[src/rtl/apb_rr_arbiter_pkg.sv]
// Shared state encoding and width helpers for the APB round-robin arbiter.
// Pure definitions: no latency, no flow control.
package apb_arb_pkg;

  typedef enum logic [1:0] {
    IDLE   = 2'd0,
    SETUP  = 2'd1,
    ACCESS = 2'd2,
    DONE   = 2'd3
  } arb_state_e;

  localparam int DefNumMst        = 3;
  localparam int DefAddrWidth     = 32;
  localparam int DefDataWidth     = 32;
  localparam int DefTimeoutCycles = 255;

  function automatic int cnt_width(input int cycles);
    int w;
    w = $clog2(cycles + 1);
    return (w < 1) ? 1 : w;
  endfunction

  function automatic int idx_width(input int n);
    return (n > 1) ? $clog2(n) : 1;
  endfunction

endpackage

[src/rtl/apb_rr_arbiter_if.sv]
// Bundle of requester-side and downstream APB signals around the arbiter.
// master = arbiter view (drives downstream bus and requester responses); slave = environment view.
interface apb_rr_arbiter_if import apb_arb_pkg::*; #(
  parameter int NumMst    = DefNumMst,
  parameter int AddrWidth = DefAddrWidth,
  parameter int DataWidth = DefDataWidth
);

  logic [NumMst-1:0]           mst_psel_i;
  logic [NumMst-1:0]           mst_penable_i;
  logic [NumMst-1:0]           mst_pwrite_i;
  logic [NumMst*AddrWidth-1:0] mst_paddr_i;
  logic [NumMst*DataWidth-1:0] mst_pwdata_i;
  logic [DataWidth-1:0]        mst_prdata_o;
  logic [NumMst-1:0]           mst_pready_o;
  logic [NumMst-1:0]           mst_pslverr_o;

  logic                        psel_o;
  logic                        penable_o;
  logic                        pwrite_o;
  logic [AddrWidth-1:0]        paddr_o;
  logic [DataWidth-1:0]        pwdata_o;
  logic [DataWidth-1:0]        prdata_i;
  logic                        pready_i;
  logic                        pslverr_i;

  logic [NumMst-1:0]           grant_o;
  logic                        timeout_o;

  modport master (
    input  mst_psel_i, mst_penable_i, mst_pwrite_i, mst_paddr_i, mst_pwdata_i,
    input  prdata_i, pready_i, pslverr_i,
    output mst_prdata_o, mst_pready_o, mst_pslverr_o,
    output psel_o, penable_o, pwrite_o, paddr_o, pwdata_o,
    output grant_o, timeout_o
  );

  modport slave (
    output mst_psel_i, mst_penable_i, mst_pwrite_i, mst_paddr_i, mst_pwdata_i,
    output prdata_i, pready_i, pslverr_i,
    input  mst_prdata_o, mst_pready_o, mst_pslverr_o,
    input  psel_o, penable_o, pwrite_o, paddr_o, pwdata_o,
    input  grant_o, timeout_o
  );

endinterface

[src/rtl/apb_rr_arbiter_rr_sel.sv]
// Round-robin pick: one-hot winner, searching upward from last_grant+1 with wrap.
// Purely combinational, no flow control.
module rr_sel import apb_arb_pkg::*; #(
  parameter int NumMst = DefNumMst,
  parameter int IdxW   = idx_width(NumMst)
) (
  input  logic [NumMst-1:0] req,
  input  logic [IdxW-1:0]   last_grant,
  output logic [NumMst-1:0] gnt
);

  int   idx;
  logic found;

  always_comb begin
    gnt   = '0;
    found = 1'b0;
    idx   = 0;
    for (int off = 1; off <= NumMst; off++) begin
      idx = (int'(last_grant) + off) % NumMst;
      if (!found && req[idx]) begin
        gnt[idx] = 1'b1;
        found    = 1'b1;
      end
    end
  end

endmodule

[src/rtl/apb_rr_arbiter.sv]
// Shares one APB slave among NumMst requesters, round-robin; PSEL-in-IDLE to PREADY spans 4 cycles
// (IDLE/SETUP/ACCESS/DONE) with a zero-wait slave; downstream wait states stretch ACCESS up to TimeoutCycles.
module apb_rr_arbiter import apb_arb_pkg::*; #(
  parameter int NumMst        = DefNumMst,
  parameter int AddrWidth     = DefAddrWidth,
  parameter int DataWidth     = DefDataWidth,
  parameter int TimeoutCycles = DefTimeoutCycles
) (
  input  logic             clk_i,
  input  logic             rst_i,
  apb_rr_arbiter_if.master bus
);

  localparam int              IdxW      = idx_width(NumMst);
  localparam int              CntW      = cnt_width(TimeoutCycles);
  localparam bit              TimeoutEn = (TimeoutCycles > 0);
  localparam logic [CntW-1:0] CntLast   = CntW'((TimeoutCycles > 0) ? TimeoutCycles - 1 : 0);

  arb_state_e           state, state_nxt;
  logic [IdxW-1:0]      last_grant, grant_idx;
  logic [CntW-1:0]      to_cnt;
  logic [NumMst-1:0]    winner;
  logic                 timeout_hit;
  logic [AddrWidth-1:0] win_addr;
  logic [DataWidth-1:0] win_wdata;
  logic                 win_write;
  logic                 unused_penable;

  // Requester PENABLE carries no information the arbiter needs.
  assign unused_penable = ^bus.mst_penable_i;

  rr_sel #(.NumMst(NumMst), .IdxW(IdxW)) u_rr_sel (
    .req       (bus.mst_psel_i),
    .last_grant(last_grant),
    .gnt       (winner)
  );

  always_ff @(posedge clk_i or posedge rst_i) begin
    if (rst_i) state <= IDLE;
    else       state <= state_nxt;
  end

  always_comb begin
    state_nxt   = state;
    timeout_hit = 1'b0;
    unique case (state)
      IDLE:   if (|bus.mst_psel_i) state_nxt = SETUP;
      SETUP:  state_nxt = ACCESS;
      ACCESS: begin
        // A ready slave on the last allowed cycle still completes normally.
        if (bus.pready_i) begin
          state_nxt = DONE;
        end else if (TimeoutEn && to_cnt == CntLast) begin
          state_nxt   = DONE;
          timeout_hit = 1'b1;
        end
      end
      DONE:   state_nxt = IDLE;
      default: state_nxt = IDLE;
    endcase
  end

  always_ff @(posedge clk_i or posedge rst_i) begin
    if (rst_i)                                to_cnt <= '0;
    else if (state == SETUP)                  to_cnt <= '0;
    else if (state == ACCESS && !bus.pready_i) to_cnt <= to_cnt + 1'b1;
  end

  always_comb begin
    grant_idx = '0;
    for (int i = 0; i < NumMst; i++) begin
      if (bus.grant_o[i]) grant_idx = IdxW'(i);
    end
  end

  always_comb begin
    win_addr  = '0;
    win_wdata = '0;
    win_write = 1'b0;
    for (int i = 0; i < NumMst; i++) begin
      if (winner[i]) begin
        win_addr  = bus.mst_paddr_i[i*AddrWidth +: AddrWidth];
        win_wdata = bus.mst_pwdata_i[i*DataWidth +: DataWidth];
        win_write = bus.mst_pwrite_i[i];
      end
    end
  end

  // Every output is a flop loaded from the next state so it lines up with the FSM phase.
  always_ff @(posedge clk_i or posedge rst_i) begin
    if (rst_i) begin
      bus.psel_o        <= 1'b0;
      bus.penable_o     <= 1'b0;
      bus.pwrite_o      <= 1'b0;
      bus.paddr_o       <= '0;
      bus.pwdata_o      <= '0;
      bus.grant_o       <= '0;
      bus.timeout_o     <= 1'b0;
      bus.mst_pready_o  <= '0;
      bus.mst_pslverr_o <= '0;
      bus.mst_prdata_o  <= '0;
      last_grant        <= IdxW'(NumMst - 1);
    end else begin
      bus.psel_o    <= (state_nxt == SETUP) || (state_nxt == ACCESS);
      bus.penable_o <= (state_nxt == ACCESS);
      bus.timeout_o <= timeout_hit;

      if (state == IDLE && state_nxt == SETUP) begin
        bus.grant_o  <= winner;
        bus.paddr_o  <= win_addr;
        bus.pwdata_o <= win_wdata;
        bus.pwrite_o <= win_write;
      end else if (state_nxt == IDLE) begin
        bus.grant_o <= '0;
      end

      if (state_nxt == DONE) begin
        bus.mst_pready_o  <= bus.grant_o;
        bus.mst_pslverr_o <= (timeout_hit || bus.pslverr_i) ? bus.grant_o : '0;
        bus.mst_prdata_o  <= timeout_hit ? '0 : bus.prdata_i;
      end else begin
        bus.mst_pready_o  <= '0;
        bus.mst_pslverr_o <= '0;
        bus.mst_prdata_o  <= '0;
      end

      if (state == DONE) last_grant <= grant_idx;
    end
  end

endmodule

[src/flat_wrapper.sv]
// flat-port wrapper written by rule: the top's interface ports become plain ports
module apb_rr_arbiter_flat import apb_arb_pkg::*;
#(
  parameter int NumMst        = DefNumMst,
  parameter int AddrWidth     = DefAddrWidth,
  parameter int DataWidth     = DefDataWidth,
  parameter int TimeoutCycles = DefTimeoutCycles
)
  (clk_i, rst_i, bus_mst_psel_i, bus_mst_penable_i, bus_mst_pwrite_i, bus_mst_paddr_i, bus_mst_pwdata_i, bus_prdata_i, bus_pready_i, bus_pslverr_i, bus_mst_prdata_o, bus_mst_pready_o, bus_mst_pslverr_o, bus_psel_o, bus_penable_o, bus_pwrite_o, bus_paddr_o, bus_pwdata_o, bus_grant_o, bus_timeout_o);
  apb_rr_arbiter_if #(.NumMst(NumMst), .AddrWidth(AddrWidth), .DataWidth(DataWidth)) bus_i ();
  input  logic clk_i;
  input  logic rst_i;
  input wire logic [$bits(bus_i.mst_psel_i)-1:0] bus_mst_psel_i;
  input wire logic [$bits(bus_i.mst_penable_i)-1:0] bus_mst_penable_i;
  input wire logic [$bits(bus_i.mst_pwrite_i)-1:0] bus_mst_pwrite_i;
  input wire logic [$bits(bus_i.mst_paddr_i)-1:0] bus_mst_paddr_i;
  input wire logic [$bits(bus_i.mst_pwdata_i)-1:0] bus_mst_pwdata_i;
  input wire logic [$bits(bus_i.prdata_i)-1:0] bus_prdata_i;
  input wire logic [$bits(bus_i.pready_i)-1:0] bus_pready_i;
  input wire logic [$bits(bus_i.pslverr_i)-1:0] bus_pslverr_i;
  output wire logic [$bits(bus_i.mst_prdata_o)-1:0] bus_mst_prdata_o;
  output wire logic [$bits(bus_i.mst_pready_o)-1:0] bus_mst_pready_o;
  output wire logic [$bits(bus_i.mst_pslverr_o)-1:0] bus_mst_pslverr_o;
  output wire logic [$bits(bus_i.psel_o)-1:0] bus_psel_o;
  output wire logic [$bits(bus_i.penable_o)-1:0] bus_penable_o;
  output wire logic [$bits(bus_i.pwrite_o)-1:0] bus_pwrite_o;
  output wire logic [$bits(bus_i.paddr_o)-1:0] bus_paddr_o;
  output wire logic [$bits(bus_i.pwdata_o)-1:0] bus_pwdata_o;
  output wire logic [$bits(bus_i.grant_o)-1:0] bus_grant_o;
  output wire logic [$bits(bus_i.timeout_o)-1:0] bus_timeout_o;
  assign bus_i.mst_psel_i = bus_mst_psel_i;
  assign bus_i.mst_penable_i = bus_mst_penable_i;
  assign bus_i.mst_pwrite_i = bus_mst_pwrite_i;
  assign bus_i.mst_paddr_i = bus_mst_paddr_i;
  assign bus_i.mst_pwdata_i = bus_mst_pwdata_i;
  assign bus_i.prdata_i = bus_prdata_i;
  assign bus_i.pready_i = bus_pready_i;
  assign bus_i.pslverr_i = bus_pslverr_i;
  assign bus_mst_prdata_o = bus_i.mst_prdata_o;
  assign bus_mst_pready_o = bus_i.mst_pready_o;
  assign bus_mst_pslverr_o = bus_i.mst_pslverr_o;
  assign bus_psel_o = bus_i.psel_o;
  assign bus_penable_o = bus_i.penable_o;
  assign bus_pwrite_o = bus_i.pwrite_o;
  assign bus_paddr_o = bus_i.paddr_o;
  assign bus_pwdata_o = bus_i.pwdata_o;
  assign bus_grant_o = bus_i.grant_o;
  assign bus_timeout_o = bus_i.timeout_o;
  apb_rr_arbiter #(.NumMst(NumMst), .AddrWidth(AddrWidth), .DataWidth(DataWidth), .TimeoutCycles(TimeoutCycles)) u_core (.clk_i(clk_i), .rst_i(rst_i), .bus(bus_i));
endmodule
[config.mk]
export PLATFORM = sky130hd
export DESIGN_NAME = apb_rr_arbiter_flat
export DESIGN_NICKNAME = d
export VERILOG_FILES = /design/src/rtl/apb_rr_arbiter_pkg.sv /design/src/rtl/apb_rr_arbiter_if.sv /design/src/rtl/apb_rr_arbiter_rr_sel.sv /design/src/rtl/apb_rr_arbiter.sv /design/src/flat_wrapper.sv
export SDC_FILE = /design/constraint.sdc
export NUM_CORES = 1
export LEC_CHECK = 0
export BUFFER_PORTS_ARGS = -buffer_cell sky130_fd_sc_hd__buf_2
export CORE_MARGIN = 2
export CORE_UTILIZATION = 30
export DETAILED_ROUTE_END_ITERATION = 6
export HOLD_SLACK_MARGIN = 0.06
export SETUP_SLACK_MARGIN = 0.15
export SLEW_MARGIN = 30
export SYNTH_ARGS = -nofsm -noshare
export SYNTH_HDL_FRONTEND = slang
export SYNTH_HIERARCHICAL = 1
export SYNTH_SLANG_ARGS = --single-unit
export TNS_END_PERCENT = 5
[constraint.sdc]
create_clock -name clk_i -period 8.2 [get_ports clk_i]
set_input_delay 0.41 -clock clk_i [delete_from_list [all_inputs] [get_ports clk_i]]
set_output_delay 0.41 -clock clk_i [all_outputs]
set_load 0.05 [all_outputs]
; ---- Word-level counts from Yosys, hierarchy flattened
; Cells that the tools add are included.
[word_totals]
register_bits = 121
wordCells = 99
output_inout_bits = 109
inputBits = 237
[op_classes]
n_lt_le_gt_ge = 6
eq_ne = 7
n_addsub = 4
n_mux = 47
n_reduce_logical = 17
div = 3
bitwise_logic = 2
[ops]
columns = op, n
row1 = 2-to-1 mux 32 bit, 8
row2 = greater-or-equal comparator 32 x 1 -> 1 bit (second input constant), 3
row3 = less-than comparator 32 x 4 -> 1 bit (second input constant), 3
row4 = modulo 32 x 3 -> 32 bit (second input constant), 3
row5 = 2-to-1 mux 3 bit, 8
row6 = 2-to-1 mux 1 bit, 18
row7 = 2-to-1 mux 8 bit, 2
row8 = adder 8 x 1 -> 8 bit (second input constant), 1
row9 = equality test 2 bit (second input constant), 4
row10 = equality test 8 bit (second input constant), 1
row11 = 2-to-1 mux 2 bit, 4
row12 = case mux 2 bit (4 select lines), 1
row13 = logical AND 1 bit, 7
row14 = adder 2 x 2 -> 3 bit (second input constant), 2
row15 = binary-select mux 1 bit (select 2 bit), 3
row16 = demux 1 bit (select 2 bit), 3
row17 = OR 3 bit, 2
row18 = equality test 2 x 1 -> 1 bit (second input constant), 2
row19 = logical NOT 2 bit, 2
row20 = nonzero test 2 bit, 2
row21 = adder 2 x 1 -> 3 bit (second input constant), 1
row22 = logical NOT 1 bit, 3
row23 = OR reduction 3 bit, 1
row24 = logical OR 1 bit, 2

; ---- Longest topological paths before layout
; Gate-level depths: netlist of run 1.
[logic_depth]
word_depth = 15
depth_mapped = 12
depth_no_buf = 9

; ---- Modules after synthesis
; Netlist of run 1, hierarchy kept.
[modules_own_cells]
columns = mod, instances, cells_each, seq_area_each_um2, area_per_inst_um2
row1 = apb_rr_arbiter, 1, 543, 3029.2, 6079.6
row2 = rr_sel, 1, 40, 0.0, 279.0

; ---- Least setup slack after synthesis of run 1
; No wires, ideal clock.
[synth_path]
path_kind = register -> register
from = reg u_core.last_grant[1]
to = reg u_core.bus.paddr_o[23]
setup_time_ps = 95
path_buffers = 3
synth_period_minus_slack_ps = 2312
slack_ps = 5888
arrival_ps = 2216
path_stages_with_launch = 9
required_ps = 8105
cell_sequence = dfstp_2 -> ha_1 -> buf_4 -> and2_1 -> o32ai_1 -> buf_4 -> buf_2 -> a221oi_1 -> o31ai_1
[synth_between]
elab_cells_between_ends = 44
classes_between = add/sub (3) / div (3) / order compare (6) / mux (23) / bitwise (2) / reduce/logical (7)
[synth_rtl]
columns = item, line_no
row1 = from (decl), apb_rr_arbiter.sv:20  ; logic [IdxW-1:0] last_grant, grant_idx;
row2 = from (signal assigned), apb_rr_arbiter.sv:102  ; last_grant <= IdxW'(NumMst - 1);
row3 = from (signal assigned), apb_rr_arbiter.sv:127  ; if (state == DONE) last_grant <= grant_idx;
row4 = "parallel branches: the longest is 11 deep, another holds modulo 32 x 3 -> 32 bit", --
row5 = 2-to-1 mux 3 bit *, apb_rr_arbiter_rr_sel.sv:21  ; if (!found && req[idx]) begin
row6 = named net u_core.winner[2], apb_rr_arbiter.sv:22  ; logic [NumMst-1:0] winner;
row7 = 2-to-1 mux 32 bit *, apb_rr_arbiter.sv:81  ; if (winner[i]) begin
row8 = to (signal assigned), apb_rr_arbiter.sv:110  ; bus.paddr_o <= win_addr;
row9 = to (decl), apb_rr_arbiter_if.sv:34  ; output psel_o, penable_o, pwrite_o, paddr_o, pwdata_o,
; Mark *: on every way through the listed nets, which the timed path passes. The select of a mux whose other input is x is not followed.
; A chain may end at the register's enable or synchronous reset.

; ---- Worst setup path in the final report of run 1
[layout_path]
from = reg u_core.last_grant[0]
to = reg u_core.bus.pwdata_o[12]
[layout_between]
elab_cells_between_ends = 44
classes_between = add/sub (3) / div (3) / order compare (6) / mux (23) / bitwise (2) / reduce/logical (7)
[layout_rtl]
columns = item, line_no
row1 = "parallel branches: the longest is 11 deep, another holds modulo 32 x 3 -> 32 bit", --
row2 = 2-to-1 mux 3 bit *, apb_rr_arbiter_rr_sel.sv:21
row3 = named net u_core.winner[1], apb_rr_arbiter.sv:22
row4 = 2-to-1 mux 32 bit * (2 in series), apb_rr_arbiter.sv:81
row5 = to (signal assigned), apb_rr_arbiter.sv:111  ; bus.pwdata_o <= win_wdata;
row6 = to (decl), apb_rr_arbiter_if.sv:34
; Marked as above.

==> flow_metrics.tcl, run 1 <==
set metrics [dict create \
    hold_class "in -> async" \
    ir_drop_mv 0.212 \
    slowest_delay_ps 610 \
    pin_count 346 \
    synth_top_area_cell "dfrtp_1" \
    grt_pass1_vias 5248 \
    fin_nets 1147 \
    muxShareOfSynthArea_pct 0.846 \
    via_per_inst 4.71 \
    cpLargestDelayFamily "compound AO/OA/AOI/OAI gates" \
    cts_hold_buf 0 \
    rsz0062_at_grt "no" \
    clk_latency_ps 410 \
    ys_ff_latch 121 \
    cp_max_fo 41 \
    most-common-layout-cells "buf_2, dfrtp_1, nand2_1" \
    drv_cap 0 \
    slowest_stage "buf_4" \
    reg2regPathDepth 10 \
    synth_top_flop_cell "dfrtp_1" \
    ff2ff_setup_slack_ps 4580 \
    gr-usage-all-layers_pct 16.6 \
    worstMarginPinSlew_ps 936 \
    synth_area_leaders "dfrtp_1, a221oi_2, nor2b_1, o31ai_2, a221oi_1" \
    final.setup.tns_ps 0 \
    grt_overflow 0 \
    drt_iter0_markers 324 \
    synth-edff-count 0 \
    initial_utilization_pct 30.4 \
    required_ps 8500 \
    cts_root_buf "clkbuf_16" \
    post-route-period-util_pct 44.1 \
    powerDensity_mw_per_mm2 442 \
    synth_compound_area_share_pct 25.0 \
    setup_violations 0 \
    die-area_mm2 0.0224 \
    worstSetupStartpoint "u_core/last_grant[0]" \
    switching_share_pct 50.1 \
    fmax_mhz 276 \
    via_count 5577 \
    synth_nets 833 \
    drv_slew 0 \
    ys_async_sr_fraction_pct 100 \
    ys_warn_count 6 \
    num_rows 53 \
    p_leak_nw 4.54 \
    netlist.area_leader.share_pct 47.2 \
    detail-route-antenna-nets 0 \
    critPathKind "reg -> reg" \
    critPathArrivalTime_ps 3920 \
    die_w_um 150 \
    start_kind "flip-flop" \
    crit_end "u_core/bus.pwdata_o[12]" \
    drive_above_1_share_pct 50.0 \
    n_antenna_cell 0 \
    cts-buffers-inserted 17 \
    clockBufferDepth 2 \
    grt_pass1_wl_mm 28.8 \
    yosysSeqAreaShare_pct 47.6 \
    power.internal_w 0.00195 \
    synth_adder_area_share_pct 2.56 \
    die_y_um 150 \
    routedWlPerCell_um 16.3 \
    synthXorXnorAreaFrac_pct 0.275 \
    antenna_found_initial 0 \
    firstDrtPassIters 4 \
    avgSynthCellArea_um2 10.9 \
    pre_cts_ws_ps 4560 \
    final_common_cell "buf_2" \
    cts_tree "done" \
    r2r_start "u_core/last_grant[0]" \
    status "finished clean" \
    routed_wl_mm 19.3 \
    synth-simple-area-share_pct 18.1 \
    p_clk_share_pct 20.1 \
    grt_max_degree 79 \
    relSlewSlack_pct 37.6 \
    critical_path_buf_inv_count 2 \
    hold_viol 0 \
    core_area_mm2 0.0209 \
    synth_cell_types 47 \
    drc_errors 0 \
    synth_top_family_by_area "compound AO/OA/AOI/OAI gates" \
    post_cts_buffers 0 \
    endpoint_kind "flip-flop" \
    layout_min_cycle_time_ps 3620 \
    synthCells 583 \
    netlist_area_mm2 0.00636 \
    cts_sinks 121 \
    p_comb_share_pct 56.5 \
    skew_ps 11.0 \
    p_switching_w 0.00196 \
    worst-path-stages 10 \
    pwr-share-seq_pct 23.4 \
    gp_congestion 0.757 \
    detailed_place_hpwl_mm 14.1 \
    timing.final.ws_setup_ps 4580 \
    worst_r2r_endpoint "u_core/bus.pwdata_o[12]" \
    io_buffers 342 \
    cts.clk_slew.worst_paths_ps 60 \
    ctsResizeCount 0 \
    cp_cell_sequence "inv_1 -> ha_1 -> nor2b_1 -> a21oi_1 -> o22ai_1 -> o22ai_4 -> nor2b_4 -> buf_4 -> a221oi_1 -> o31ai_1" \
    htree_levels 4 \
    area_growth_pct 39.0 \
]
-- through the flow --
stage / cell area (um2) / hold slack, ps / instances / power, W / utilization (%)
2_1_floorplan: 6360 / 494 / 583 / 0.00266 / -
3_3_place_gp: 8220 / 457 / 1153 / 0.00312 / 39.3
3_5_place_dp: 8220 / 461 / 1153 / 0.00314 / 39.3
4_1_cts: 8830 / 146 / 1185 / 0.00394 / 42.3
5_1_grt: 8840 / 193 / 1185 / 0.00414 / 42.3
6_report: 8840 / 144 / 1185 / 0.00391 / 42.3
-- worst min path at each step --
stage	from	end
floorplan	u_core/bus.grant_o[2]	u_core/bus.grant_o[2]
global placement	u_core/bus.pwdata_o[10]	u_core/bus.pwdata_o[10]
detailed placement	u_core/bus.pwdata_o[17]	u_core/bus.pwdata_o[17]
CTS	rst_i	u_core/bus.mst_prdata_o[28]
global route	rst_i	u_core/bus.mst_prdata_o[28]
finish	rst_i	u_core/bus.mst_prdata_o[28]
-- flip-flops by register name, summed over array words and instances, names as in the netlist --
signal / cells
u_core/bus.grant_o: 3
u_core/bus.mst_prdata_o: 32
u_core/bus.mst_pready_o: 3
u_core/bus.mst_pslverr_o: 3
u_core/bus.paddr_o: 32
u_core/bus.penable_o: 1
u_core/bus.psel_o: 1
u_core/bus.pwdata_o: 32
u_core/bus.pwrite_o: 1
u_core/bus.timeout_o: 1
u_core/last_grant: 2
u_core/state: 2
u_core/to_cnt: 8
-- cell families (layout without fill, tap and decap cells) --
kind of cell               after synthesis  in the layout
xor gates and xnor gates                 2              2
muxes                                    5              5
buffers and inverters                   69            396
adders and majority gates               13             13
and+or+nand+nor                        212            212
AOI/OAI and AO/OA                      161            161
DFF                                    121            121
-- power by group through the flow --
stage | Clock, W | Sequential, W | Combinational [W]
floorplan | 0 | 0.00163 | 0.00103
global placement | 0 | 0.000918 | 0.00220
detailed placement | 0 | 0.000926 | 0.00222
CTS | 0.000806 | 0.000918 | 0.00222
global route | 0.000834 | 0.000944 | 0.00237
finish | 0.000783 | 0.000915 | 0.00221
-- cells in the mapped netlist, types with 2 or more instances --
cell type	n
dfrtp_1	120
nand2_1	74
nor2b_1	72
a221oi_1	35
o31ai_1	35
and3_1	33
o31ai_2	31
a221oi_2	30
clkbuf_1	20
buf_2	18
inv_1	15
ha_1	13
buf_4	11
a21oi_1	8
o21ai_0	8
nor2_1	6
o22ai_1	5
and2_1	4
buf_6	4
nand3_1	4
nand3b_1	4
mux2_2	3
mux2i_1	2
nand4b_1	2
nor4_1	2
or3_1	2
xnor2_1	2
-- area by class of cell --
| type | count | area (um2) |
|---|---|---|
| clock buffer | 18 | 429 |
| multi-input combinational | 393 | 3020 |
| timing repair buffer | 349 | 1760 |
| clock inverter | 14 | 188 |
| sequential | 121 | 3030 |
| tap | 275 | 344 |
| inverter | 15 | 58.8 |
| fill | 2082 | 12100 |
-- routing by layer --
metal	wire length, um	GRT usage [%]	share of wire (%)	up-vias
met5	0	0	0	-
met4	378	5.90	2.0	0
met3	1190	3.78	6.2	23
met2	9420	27.5	49	191
met1	8280	21.3	43	2586
li1	-	-	-	2777
Power figures use the tool's default switching activity.
==> inputs of run 2 (changes only) <==
- ABC_AREA: unset -> 1
- clock period: 8.2 -> 3.5 ns (I/O delays scaled with it)
==> run 2 against run 1 <==
  * Count of clock-buffer cells in the layout stayed put
  * Setup slack lost 3800 ps
  * Worst hold slack worse by 67 ps
  * Utilization rose by 3.5 points
  * Sequential power rose to 2.5 times the previous value
  * Die area decreased by 0.55%
  * Largest cell class unchanged
==> flow_metrics.tcl, run 2 <==
set metrics [dict create \
    status "finished clean" \
    post_dp_cell_area_mm2 0.00824 \
    ys_warn_count 6 \
    most-common-layout-cells "buf_2, nand2_1, a21oi_1" \
    htree_levels 4 \
    cts_sinks 121 \
    grt_max_degree 98 \
    worst_r2r_endpoint "u_core/bus.pwdata_o[10]" \
    r2r_start "u_core/last_grant[0]" \
    layout_min_cycle_time_ps 2710 \
    critPathArrivalTime_ps 3040 \
    cts_root_buf "clkbuf_16" \
    start_kind "flip-flop" \
    synth-edff-count 0 \
    ff2ff_setup_slack_ps 790 \
    reg_top3 "u_core/bus.mst_prdata_o x32, u_core/bus.paddr_o x32, u_core/bus.pwdata_o x32" \
    synth_nets 1096 \
    setup_violations 0 \
    skew_ps 12.0 \
    drv_cap 0 \
    min_to "u_core/bus.paddr_o[30]" \
    die-area_mm2 0.0223 \
    drv_slew 0 \
    via_count 6846 \
    gr-usage-all-layers_pct 18.9 \
    required_ps 3830 \
    fin_nets 1490 \
    netlist_area_mm2 0.00632 \
    synthCells 846 \
    hold_class "in -> reg" \
    relSlewSlack_pct 54.9 \
    critPathKind "reg -> reg" \
    synth_cell_types 25 \
    p_clk_share_pct 14.9 \
    yosysMostFrequentCell "nand2_1" \
    final.setup.tns_ps 0 \
    endpoint_kind "flip-flop" \
    die_y_um 149 \
    cts.clk_slew.worst_paths_ps 60 \
    area_growth_pct 50.8 \
    reg2regPathDepth 13 \
    via_per_inst 4.48 \
    power.internal_w 0.00483 \
    worstHoldStart "bus_mst_paddr_i[94]" \
    worstMarginPinSlew_ps 673 \
    initial_utilization_pct 30.4 \
    yosysSeqAreaShare_pct 47.9 \
    ys_async_sr_fraction_pct 100 \
    routedWlPerCell_um 14.1 \
    antenna_found_initial 1 \
    clk_latency_ps 410 \
    io_buffers 342 \
    ys_ff_latch 121 \
    grt_pass1_vias 6593 \
    drt_iter0_markers 293 \
    core_area_mm2 0.0208 \
    switching_share_pct 56.5 \
    detail-route-antenna-nets 0 \
    pwr-share-seq_pct 20.8 \
    cts_tree "done" \
    synth_top_flop_cell "dfrtp_1" \
    pin_count 346 \
    ys_top_cells_by_count "nand2_1, a21oi_1, dfrtp_1, nor2_1, inv_1" \
    routed_wl_mm 21.5 \
    cts-buffers-inserted 17 \
    p_comb_share_pct 64.3 \
    drive_above_1_share_pct 32.2 \
    rsz0062_at_grt "no" \
    p_leak_nw 5.05 \
    powerDensity_mw_per_mm2 1170 \
    pre_cts_ws_ps 811 \
    cp_max_fo 26 \
    drc_errors 0 \
    netlist.area_leader.share_pct 47.5 \
    ir_drop_mv 0.602 \
    synth_top_area_cell "dfrtp_1" \
    gp_congestion 0.804 \
    detailed_place_hpwl_mm 15.2 \
    clockBufferDepth 2 \
    grt_overflow 0 \
    p_switching_w 0.00628 \
    die_w_um 149 \
    grt_pass1_wl_mm 33.0 \
    timing.final.ws_setup_ps 791 \
    design_area_mm2 0.00953 \
    num_rows 53 \
    fmax_mhz 369 \
    min_path_cells 3 \
    firstDrtPassIters 5 \
    post-route-period-util_pct 77.4 \
    final_common_cell "buf_2" \
    avgSynthCellArea_um2 7.47 \
    hold_viol 0 \
    synth_area_leaders "dfrtp_1, nand2_1, a21oi_1, nor2_1, o21ai_1" \
]
run 2: cells by family (layout without fill, tap and decap cells):
kind of cell,Yosys count,after routing,synth area share (%)
AO/OA/AOI/OAI,209,209,16.7
adder cells (fa/ha/maj),13,13,2.57
buffers and inverters,121,527,9.12
flip-flops,121,121,47.9
other,0,1,0
AND/OR/NAND/NOR,382,382,23.7
run 2: critical path: stages, from the launching register on:
cell and delay [ps]:
dfrtp_1 390, inv_1 80, ha_1 390, inv_2 70, nand3_2 110, inv_1 50, a21oi_1 200, nand4_1 130
nand3_2 300, buf_4 360, nand2_1 80, o21ai_0 250, nand2_1 90, a21oi_1 120
run 2: metal layers:
metal / wire [um] / vias up / global-route usage [%]
met4: 493 / 0 / 7.29
met3: 1220 / 35 / 3.88
li1: - / 3471 / -
met1: 8900 / 3106 / 23.1
met5: 0 / - / 0
met2: 10900 / 234 / 32.7
run 2: repair_timing:
| action | in CTS | in global routing |
|---|---|---|
| resized for setup | 0 | 0 |
| hold buffers | 73 | 0 |
| buffers inserted | 0 | 0 |
| hold endpoints to repair | 96 | 0 |
run 2: worst max-delay path by stage:
stage                          from                 endpoint  slack (ps)
6_report       u_core/last_grant[0]  u_core/bus.pwdata_o[10]         790
3_3_place_gp   u_core/last_grant[0]  u_core/bus.pwdata_o[10]         850
2_1_floorplan  u_core/last_grant[1]  u_core/bus.pwdata_o[12]        1440
4_1_cts        u_core/last_grant[0]  u_core/bus.pwdata_o[10]         800
3_5_place_dp   u_core/last_grant[0]  u_core/bus.pwdata_o[10]         810
5_1_grt        u_core/last_grant[0]  u_core/bus.pwdata_o[10]         500
run 2: final cells by class:
cell class	count	area [um2]
clock inverters	13	121
flip-flops and latches	121	3030
inverters	68	259
fillers	2134	11300
multi-input cells	604	2750
well taps	275	344
repair buffers	428	2590
diodes	1	2.50
clock buffers	18	439
run 2: through the flow:
stage	instances	power, W	hold WS [ps]	util (%)
floorplan	846	0.00781	281	-
global placement	1423	0.00939	271	39.6
global route	1528	0.0120	79.7	45.8
detailed placement	1423	0.00944	276	39.6
CTS	1527	0.0112	61.5	45.8
finish	1528	0.0111	77.3	45.8
run 2: power groups by stage:
stage	clock network, W	registers, W	logic [W]
detailed placement	0	0.00232	0.00712
finish	0.00166	0.00231	0.00714
CTS	0.00172	0.00231	0.00720
global route	0.00178	0.00239	0.00785
floorplan	0	0.00432	0.00349
global placement	0	0.00231	0.00709
